$ cat config.mk
export PLATFORM = sky130hd
export DESIGN_NAME = commit_trace_buffer
export DESIGN_NICKNAME = d
export VERILOG_FILES = /design/src/rtl/trace_pkg.sv /design/src/rtl/trace_fifo.sv /design/src/rtl/commit_trace_buffer.sv
export SDC_FILE = /design/constraint.sdc
export NUM_CORES = 2
export LEC_CHECK = 0
export BUFFER_PORTS_ARGS = -buffer_cell sky130_fd_sc_hd__buf_2
export CELL_PAD_IN_SITES_DETAIL_PLACEMENT = 1
export CELL_PAD_IN_SITES_GLOBAL_PLACEMENT = 2
export CORE_MARGIN = 2
export CORE_UTILIZATION = 51
export CTS_CLUSTER_DIAMETER = 50
export CTS_CLUSTER_SIZE = 12
export DETAILED_ROUTE_END_ITERATION = 6
export PLACE_DENSITY = 0.95
export SLEW_MARGIN = 20
export SYNTH_ARGS = -nofsm -noshare
export SYNTH_HDL_FRONTEND = slang
export SYNTH_SLANG_ARGS = --single-unit
$ cat constraint.sdc
create_clock -name clk -period 34.7 [get_ports clk]
set_input_delay 3.47 -clock clk [delete_from_list [all_inputs] [get_ports clk]]
set_output_delay 3.47 -clock clk [all_outputs]
set_load 0.02 [all_outputs]
$ cat src/rtl/trace_pkg.sv
// Shared types and helpers for the commit trace path: input request bundles,
// the trace record layout, slot ordering and per-slot record formatting.
package trace_pkg;

  localparam int TRACE_SLOTS = 6;

  // Emission order within one commit cycle; a lower index is emitted first.
  localparam logic [2:0] SLOT_MEM_A = 3'd0;
  localparam logic [2:0] SLOT_REG1  = 3'd1;
  localparam logic [2:0] SLOT_HILO1 = 3'd2;
  localparam logic [2:0] SLOT_MEM_B = 3'd3;
  localparam logic [2:0] SLOT_REG2  = 3'd4;
  localparam logic [2:0] SLOT_HILO2 = 3'd5;

  typedef enum logic [1:0] {
    KIND_REG  = 2'd0,
    KIND_HILO = 2'd1,
    KIND_MEM  = 2'd2
  } TraceKind_t;

  typedef struct packed {
    logic        we;
    logic [4:0]  waddr;
    logic [31:0] wdata;
  } RegWriteReq_t;

  typedef struct packed {
    logic        we;
    logic [63:0] hilo;
  } HiloWriteReq_t;

  typedef struct packed {
    TraceKind_t  kind;
    logic        pipe;
    logic [15:0] addr;
    logic [63:0] data;
    logic [31:0] cycle;
  } TraceRecord_t;

  // Everything the pipeline presents in one commit cycle.
  typedef struct packed {
    RegWriteReq_t  reg_a;
    RegWriteReq_t  reg_b;
    HiloWriteReq_t hilo_a;
    HiloWriteReq_t hilo_b;
    logic          mem_we_a;
    logic          mem_we_b;
    logic [31:0]   mem_addr_a;
    logic [31:0]   mem_addr_b;
    logic [31:0]   mem_data_a;
    logic [31:0]   mem_data_b;
  } CommitBundle_t;

  // Which slots of a bundle carry a real event; writes to r0 are discarded.
  function automatic logic [TRACE_SLOTS-1:0] slot_vector(input CommitBundle_t b);
    logic [TRACE_SLOTS-1:0] v;
    v             = '0;
    v[SLOT_MEM_A] = b.mem_we_a;
    v[SLOT_REG1]  = b.reg_a.we && (b.reg_a.waddr != 5'd0);
    v[SLOT_HILO1] = b.hilo_a.we;
    v[SLOT_MEM_B] = b.mem_we_b;
    v[SLOT_REG2]  = b.reg_b.we && (b.reg_b.waddr != 5'd0);
    v[SLOT_HILO2] = b.hilo_b.we;
    return v;
  endfunction

  // Index of the lowest set bit (0 when the vector is empty).
  function automatic logic [2:0] lowest_slot(input logic [TRACE_SLOTS-1:0] v);
    logic [2:0] idx;
    idx = '0;
    for (int i = TRACE_SLOTS - 1; i >= 0; i--) begin
      if (v[i]) idx = 3'(i);
    end
    return idx;
  endfunction

  // Format one slot of a bundle as a trace record carrying the given stamp.
  function automatic TraceRecord_t slot_record(input CommitBundle_t b,
                                               input logic [2:0]    slot,
                                               input logic [31:0]   stamp);
    TraceRecord_t rec;
    rec       = '0;
    rec.cycle = stamp;
    case (slot)
      SLOT_MEM_A: begin
        rec.kind = KIND_MEM;
        rec.pipe = 1'b0;
        rec.addr = {b.mem_addr_a[15:2], 2'b00};
        rec.data = {32'h0, b.mem_data_a};
      end
      SLOT_REG1: begin
        rec.kind = KIND_REG;
        rec.pipe = 1'b0;
        rec.addr = {11'h0, b.reg_a.waddr};
        rec.data = {32'h0, b.reg_a.wdata};
      end
      SLOT_HILO1: begin
        rec.kind = KIND_HILO;
        rec.pipe = 1'b0;
        rec.data = b.hilo_a.hilo;
      end
      SLOT_MEM_B: begin
        rec.kind = KIND_MEM;
        rec.pipe = 1'b1;
        rec.addr = {b.mem_addr_b[15:2], 2'b00};
        rec.data = {32'h0, b.mem_data_b};
      end
      SLOT_REG2: begin
        rec.kind = KIND_REG;
        rec.pipe = 1'b1;
        rec.addr = {11'h0, b.reg_b.waddr};
        rec.data = {32'h0, b.reg_b.wdata};
      end
      SLOT_HILO2: begin
        rec.kind = KIND_HILO;
        rec.pipe = 1'b1;
        rec.data = b.hilo_b.hilo;
      end
      default: ;
    endcase
    return rec;
  endfunction

endpackage

$ cat src/rtl/trace_fifo.sv
// Synchronous record FIFO. The head is read straight out of the storage
// registers and forced to zero while empty, so it is stable until popped.
module trace_fifo import trace_pkg::*; #(
  parameter int DEPTH = 16
) (
  input  logic         clk,
  input  logic         rst,
  input  logic         push_i,
  input  TraceRecord_t push_rec,
  input  logic         pop_i,
  output TraceRecord_t head,
  output logic         full,
  output logic         empty
);

  localparam int AW = $clog2(DEPTH);
  localparam int CW = AW + 1;

  TraceRecord_t  mem_q [DEPTH];
  logic [AW-1:0] wr_ptr_q, wr_ptr_d;
  logic [AW-1:0] rd_ptr_q, rd_ptr_d;
  logic [CW-1:0] count_q, count_d;
  logic          do_push, do_pop;

  assign full  = (count_q == CW'(DEPTH));
  assign empty = (count_q == '0);
  assign head  = empty ? '0 : mem_q[rd_ptr_q];

  // Pointer and occupancy update; a pop never makes room for a same-cycle push.
  always_comb begin
    do_push  = push_i && !full;
    do_pop   = pop_i && !empty;
    wr_ptr_d = do_push ? wr_ptr_q + AW'(1) : wr_ptr_q;
    rd_ptr_d = do_pop ? rd_ptr_q + AW'(1) : rd_ptr_q;
    count_d  = count_q + CW'(do_push) - CW'(do_pop);
  end

  // Control state, cleared asynchronously so a reset drops everything queued.
  always_ff @(posedge clk or posedge rst) begin
    if (rst) begin
      wr_ptr_q <= '0;
      rd_ptr_q <= '0;
      count_q  <= '0;
    end else begin
      wr_ptr_q <= wr_ptr_d;
      rd_ptr_q <= rd_ptr_d;
      count_q  <= count_d;
    end
  end

  // Record storage; contents are only ever observed through valid entries.
  always_ff @(posedge clk) begin
    if (do_push) mem_q[wr_ptr_q] <= push_rec;
  end

endmodule

$ cat src/rtl/commit_trace_buffer.sv
// Turns each commit cycle of both pipes into an ordered stream of trace
// records. A multi-event cycle is captured once and then drained one record
// per cycle while stall_o holds the pipeline.
module commit_trace_buffer import trace_pkg::*; #(
  parameter int DEPTH = 16
) (
  input  logic          clk,
  input  logic          rst,
  input  RegWriteReq_t  reg_wr1,
  input  RegWriteReq_t  reg_wr2,
  input  HiloWriteReq_t hilo_wr1,
  input  HiloWriteReq_t hilo_wr2,
  input  logic          mem_we_a,
  input  logic          mem_we_b,
  input  logic [31:0]   mem_addr_a,
  input  logic [31:0]   mem_addr_b,
  input  logic [31:0]   mem_data_a,
  input  logic [31:0]   mem_data_b,
  output logic          stall_o,
  output logic          out_valid,
  input  logic          out_ready,
  output logic [1:0]    out_kind,
  output logic          out_pipe,
  output logic [15:0]   out_addr,
  output logic [63:0]   out_data,
  output logic [31:0]   out_cycle,
  output logic [31:0]   event_count
);

  CommitBundle_t          in_bundle, src_bundle, bundle_q, bundle_d;
  logic [TRACE_SLOTS-1:0] in_vec, work_vec, sel_mask, pending_q, pending_d;
  logic [31:0]            stamp_q, stamp_d;
  logic [31:0]            cycle_ctr_q, cycle_ctr_d;
  logic [31:0]            event_count_q, event_count_d;
  logic [2:0]             sel;
  logic                   accept, push, fifo_full, fifo_empty;
  TraceRecord_t           push_rec, head_rec;

  assign in_bundle = '{reg_a: reg_wr1, reg_b: reg_wr2,
                       hilo_a: hilo_wr1, hilo_b: hilo_wr2,
                       mem_we_a: mem_we_a, mem_we_b: mem_we_b,
                       mem_addr_a: mem_addr_a, mem_addr_b: mem_addr_b,
                       mem_data_a: mem_data_a, mem_data_b: mem_data_b};

  // With nothing pending, serve the live bundle; otherwise drain the held one.
  always_comb begin
    in_vec        = slot_vector(in_bundle);
    accept        = (pending_q == '0);
    work_vec      = accept ? in_vec : pending_q;
    src_bundle    = accept ? in_bundle : bundle_q;
    sel           = lowest_slot(work_vec);
    sel_mask      = '0;
    sel_mask[sel] = 1'b1;
    push          = !fifo_full && (work_vec != '0);
    push_rec      = slot_record(src_bundle, sel, accept ? cycle_ctr_q : stamp_q);
    pending_d     = pending_q;
    bundle_d      = bundle_q;
    stamp_d       = stamp_q;
    if (push) begin
      pending_d = work_vec & ~sel_mask;
      if (accept) begin
        bundle_d = in_bundle;
        stamp_d  = cycle_ctr_q;
      end
    end
    cycle_ctr_d   = cycle_ctr_q + 32'd1;
    event_count_d = event_count_q + 32'(push);
  end

  // Capture/drain state and free-running counters.
  always_ff @(posedge clk or posedge rst) begin
    if (rst) begin
      pending_q     <= '0;
      bundle_q      <= '0;
      stamp_q       <= '0;
      cycle_ctr_q   <= '0;
      event_count_q <= '0;
    end else begin
      pending_q     <= pending_d;
      bundle_q      <= bundle_d;
      stamp_q       <= stamp_d;
      cycle_ctr_q   <= cycle_ctr_d;
      event_count_q <= event_count_d;
    end
  end

  trace_fifo #(.DEPTH(DEPTH)) u_fifo (
    .clk      (clk),
    .rst      (rst),
    .push_i   (push),
    .push_rec (push_rec),
    .pop_i    (out_ready),
    .head     (head_rec),
    .full     (fifo_full),
    .empty    (fifo_empty)
  );

  // stall_o depends only on registered state, never on the incoming bundle.
  assign stall_o     = (pending_q != '0) | fifo_full;
  assign out_valid   = !fifo_empty;
  assign out_kind    = head_rec.kind;
  assign out_pipe    = head_rec.pipe;
  assign out_addr    = head_rec.addr;
  assign out_data    = head_rec.data;
  assign out_cycle   = head_rec.cycle;
  assign event_count = event_count_q;

endmodule

==> impl_summary.log <==
INFO  metric clock_sinks = 2249
INFO  metric grt_util_all_layers = 0.2833
INFO  metric vias_per_cell = about 6.4
INFO  metric cts_setup_buffers = 0
INFO  metric synthesized_netlist_net_count = between 4000 and 5000
INFO  metric synthesis.area_per_instance = approximately 20 µm²
INFO  metric number_of_standard_cells_after_synthesis = approximately 4600
INFO  metric synth_fa_ha_area_frac = 0.002155
INFO  metric tightest_slew = 1.252 ns
INFO  metric final.setup.tns = 0 ns
INFO  metric yosys-mux-area-fraction = 0.1995
INFO  metric crit_path_top_delay_cell = sky130_fd_sc_hd__dfrtp_4
INFO  metric power.sequential.fraction = 0.409
INFO  metric slew_headroom = 0.1654
INFO  metric synth_largest_area_cell = sky130_fd_sc_hd__edfxtp_1
INFO  metric syn2layout_area_growth = 13.11%
INFO  metric cts_tree = done
INFO  metric status = finished, final reports clean
INFO  metric cts_hold_buffers = 0
INFO  metric postSynthRegisterBits = approximately 2200
INFO  metric ctsHtreeMaxLevel = 4
INFO  metric cp_data_arrival_time = between 5 and 6 ns
INFO  metric floorplan.io_pins = just under 500
INFO  metric timing.fmax = roughly 0.11 GHz
INFO  metric first_pass_grt_wire_length = approximately 370000 µm
INFO  metric hpwl = ~140000 µm
INFO  metric port-buffer-count = 451
INFO  metric global_route.overflow_total = 0
INFO  metric max-vdd-ir-drop = 95.07 µV
INFO  metric gp_congestion = slightly below 0.8
INFO  metric final-hold-violation-count = 0
INFO  metric synth_top_family_by_area = multiplexers
INFO  metric worst_hold_path_type = reg2reg
INFO  metric critical_path.startpoint_type = flop
INFO  metric synth_sequential_area_ratio = 0.7230
INFO  metric die_w = ~430 µm
INFO  metric power.density_cell_area = ~110 nW/µm²
INFO  metric first_pass_iters = 6
INFO  metric crit_fanout = 43
INFO  metric drive_gt1_frac = 0.2956
INFO  metric ys.warnings.count = 0
INFO  metric drc = 0
INFO  metric whs = 0.4709 ns
INFO  metric comb_power_share = 0.399
INFO  metric cts.path.max_buffers = 3
INFO  metric nets = 5500
INFO  metric period_needed = 9.336 ns
INFO  metric synth_xor_area_frac = 0.006769
INFO  metric insertion_delay = slightly below 0.9 ns
INFO  metric cp_common_cell = sky130_fd_sc_hd__buf_4
INFO  metric cts.clk_slew.worst_paths = around 0.06 ns
INFO  metric initial_core_util = 0.5138
INFO  metric detail_routed_net_length_per_standard_cell = 33.37 µm
INFO  metric floorplan.die_area = about 180000 µm²
INFO  metric clk_root_buffer_cell = sky130_fd_sc_hd__clkbuf_16
INFO  metric num_rows = ~150
INFO  metric synth-compound-area-share = 0.02007
INFO  metric grt_max_degree = between 150 and 200
INFO  metric portion_of_the_clock_cycle_consumed_by_the_worst_path_in_the_final_layout = 0.2691
INFO  metric cts-buffers-inserted = 219
INFO  metric timing.critical_path.cells = buf_4 > buf_4 > buf_4 > mux4_2 > mux4_2 > and2_1 > buf_2
INFO  metric drt.antenna.violating_nets = 0
INFO  metric max_stage_delay = 0.96 ns
INFO  metric critical_path_required = ~31 ns
INFO  metric intPower = roughly 7.4 mW
INFO  metric rsz0062_at_grt = no
INFO  metric synth.lib_cells_used.distinct = 59
INFO  metric switch_share = 0.3717
INFO  metric routed-via-count = slightly below 50000
INFO  metric worst-setup-path-type = reg2out
INFO  metric setup_viol = 0
INFO  metric first_global_vias = about 53000
INFO  metric detailedRoute.firstIterationViolations = between 5000 and 6000
INFO  metric switchingPower = between 4 and 5 mW
INFO  metric finClkSkew = roughly 0.035 ns
INFO  metric fin_total_pwr = about 12 mW
INFO  metric end_kind = output pin
INFO  metric clockPowerShare = 0.192
INFO  metric static-leakage-power = around 35 nW
INFO  metric cts-resized-gates = 0
INFO  metric netlist_top_cells_area = sky130_fd_sc_hd__edfxtp_1, sky130_fd_sc_hd__mux4_2, sky130_fd_sc_hd__dfrtp_1, sky130_fd_sc_hd__mux2_1, sky130_fd_sc_hd__mux2i_1
INFO  metric mappedNetlistArea = 90580 µm²
INFO  metric slew_violations = 0
INFO  metric synth_top_area_frac = 0.6100
INFO  metric dominantRegCellSynth = sky130_fd_sc_hd__edfxtp_1
INFO  metric initial_antenna_violation_count = 74
INFO  metric finalWirelength = around 260000 µm
INFO  metric post_synthesis_share_of_cell_area_spent_on_and_or_nand_and_nor_gates = 0.03457
INFO  metric count_of_flip_flops_with_a_built_in_enable_after_synthesis = about 1800
INFO  metric drv.max_cap_violation_count = 0
INFO  metric floorplan.die.height = between 400 and 500 µm
INFO  metric coreArea = 176300 µm²
INFO  metric async_reset_ff_frac = 0.1819
final cells by class:
class	instances	area, µm²
inverters	22	90.09
repair buffers	559	3168
fillers	15273	73850
multi-input cells	2095	24130
well taps	2340	2928
clock buffers	352	6060
diodes	27	67.56
clock inverters	41	503.0
flip-flops and latches	2249	65500
path summary, 6_finish.rpt:
| path | depth (start not counted) | slack [ns] | startpoint | end |
|---|---|---|---|---|
| max in group asynchronous | 5 | 28.87 | rst | bundle_q[239]$_DFFE_PP0P_ |
| max | 7 | 25.36 | u_fifo.rd_ptr_q[0]$_DFFE_PP0P_ | out_data[56] |
| max reg2reg | 10 | 29.42 | pending_q[0]$_DFFE_PP0P_ | u_fifo.mem_q[2][40]$_DFFE_PP_ |
| min reg2reg | 1 | 0.47 | event_count[31]$_DFF_PP0_ | event_count[31]$_DFF_PP0_ |
| min in group asynchronous | 2 | 2.74 | rst | event_count[29]$_DFF_PP0_ |
| min | 1 | 0.47 | event_count[31]$_DFF_PP0_ | event_count[31]$_DFF_PP0_ |
worst max-delay path, delay by kind of cell (launching register included):
kind | cells | cell delay (ns)
buffers and inverters | 4 | 2.56
multiplexers | 2 | 1.20
AND/OR/NAND/NOR | 1 | 0.19
flip-flops | 1 | 0.96
per-layer routing:
layer | part of all wire | track usage | wire length, µm | up-vias
met4 | 0.049 | 0.1273 | 12520 | 86
li1 | - | - | - | 19684
met5 | 0.0019 | 0 | 497 | -
met3 | 0.079 | 0.05820 | 20250 | 629
met2 | 0.50 | 0.4757 | 129300 | 2540
met1 | 0.37 | 0.3572 | 93880 | 25975
flip-flops by register name (all words and copies together), names as in the netlist:
name             cells
bundle_q           294
cycle_ctr_q         32
event_count         32
pending_q            6
stamp_q             32
u_fifo.count_q       5
u_fifo.mem_q      1840
u_fifo.rd_ptr_q      4
u_fifo.wr_ptr_q      4
cells in the mapped netlist, types with 29 or more instances:
cell / instances
sky130_fd_sc_hd__dfrtp_1: 409
sky130_fd_sc_hd__and2_1: 130
sky130_fd_sc_hd__and3_1: 31
sky130_fd_sc_hd__clkbuf_1: 151
sky130_fd_sc_hd__nor2_1: 65
sky130_fd_sc_hd__mux4_2: 575
sky130_fd_sc_hd__nand4_1: 31
sky130_fd_sc_hd__mux2_2: 99
sky130_fd_sc_hd__edfxtp_1: 1840
sky130_fd_sc_hd__xnor2_1: 55
sky130_fd_sc_hd__mux2_1: 188
sky130_fd_sc_hd__o22ai_1: 73
sky130_fd_sc_hd__a21oi_1: 83
sky130_fd_sc_hd__nand2_1: 347
sky130_fd_sc_hd__o21ai_0: 39
sky130_fd_sc_hd__nand3_1: 29
sky130_fd_sc_hd__buf_2: 77
sky130_fd_sc_hd__mux2i_1: 189
sky130_fd_sc_hd__a31oi_1: 47
per-stage QoR:
step	instances	utilization	cell area [µm²]	setup WS, ns
floorplan	4631	-	90580	19.85
global placement	7252	0.5415	95480	25.96
detailed placement	7254	0.5416	95490	26.01
CTS	7647	0.5788	102100	25.04
global route	7681	0.5811	102400	24.88
finish	7685	0.5811	102500	25.36
cells by family (layout without fill, tap and decap cells):
kind of cell | after synthesis | count (layout)
buffers and inverters | 287 | 974
AO/OA/AOI/OAI | 294 | 294
adder cells (fa/ha/maj) | 15 | 15
flip-flops | 2249 | 2249
other | 0 | 27
multiplexers | 1051 | 1051
XOR/XNOR | 70 | 70
AND/OR/NAND/NOR | 665 | 665
power by group through the flow:
stage | Clock (mW) | Combinational (mW) | Sequential [mW]
4_1_cts | 2.28 | 4.59 | 4.81
3_5_place_dp | 0 | 4.53 | 4.83
3_3_place_gp | 0 | 4.30 | 4.73
5_1_grt | 2.37 | 4.93 | 4.85
2_1_floorplan | 0 | 2.97 | 4.69
6_report | 2.26 | 4.68 | 4.79
placed cells by master (no fill, tap or decap), drive strengths merged, types with 35 or more instances in the layout:
cell type,netlist,layout
a21oi,84,84
a31oi,47,47
and2,131,131
buf,114,556
clkbuf,151,355
dfrtp,409,409
edfxtp,1840,1840
inv,22,35
mux2,287,287
mux2i,189,189
mux4,575,575
nand2,349,349
nor2,66,66
o21ai,43,43
o22ai,73,73
xnor2,55,55
No activity file was read; power rests on OpenSTA's default activity.
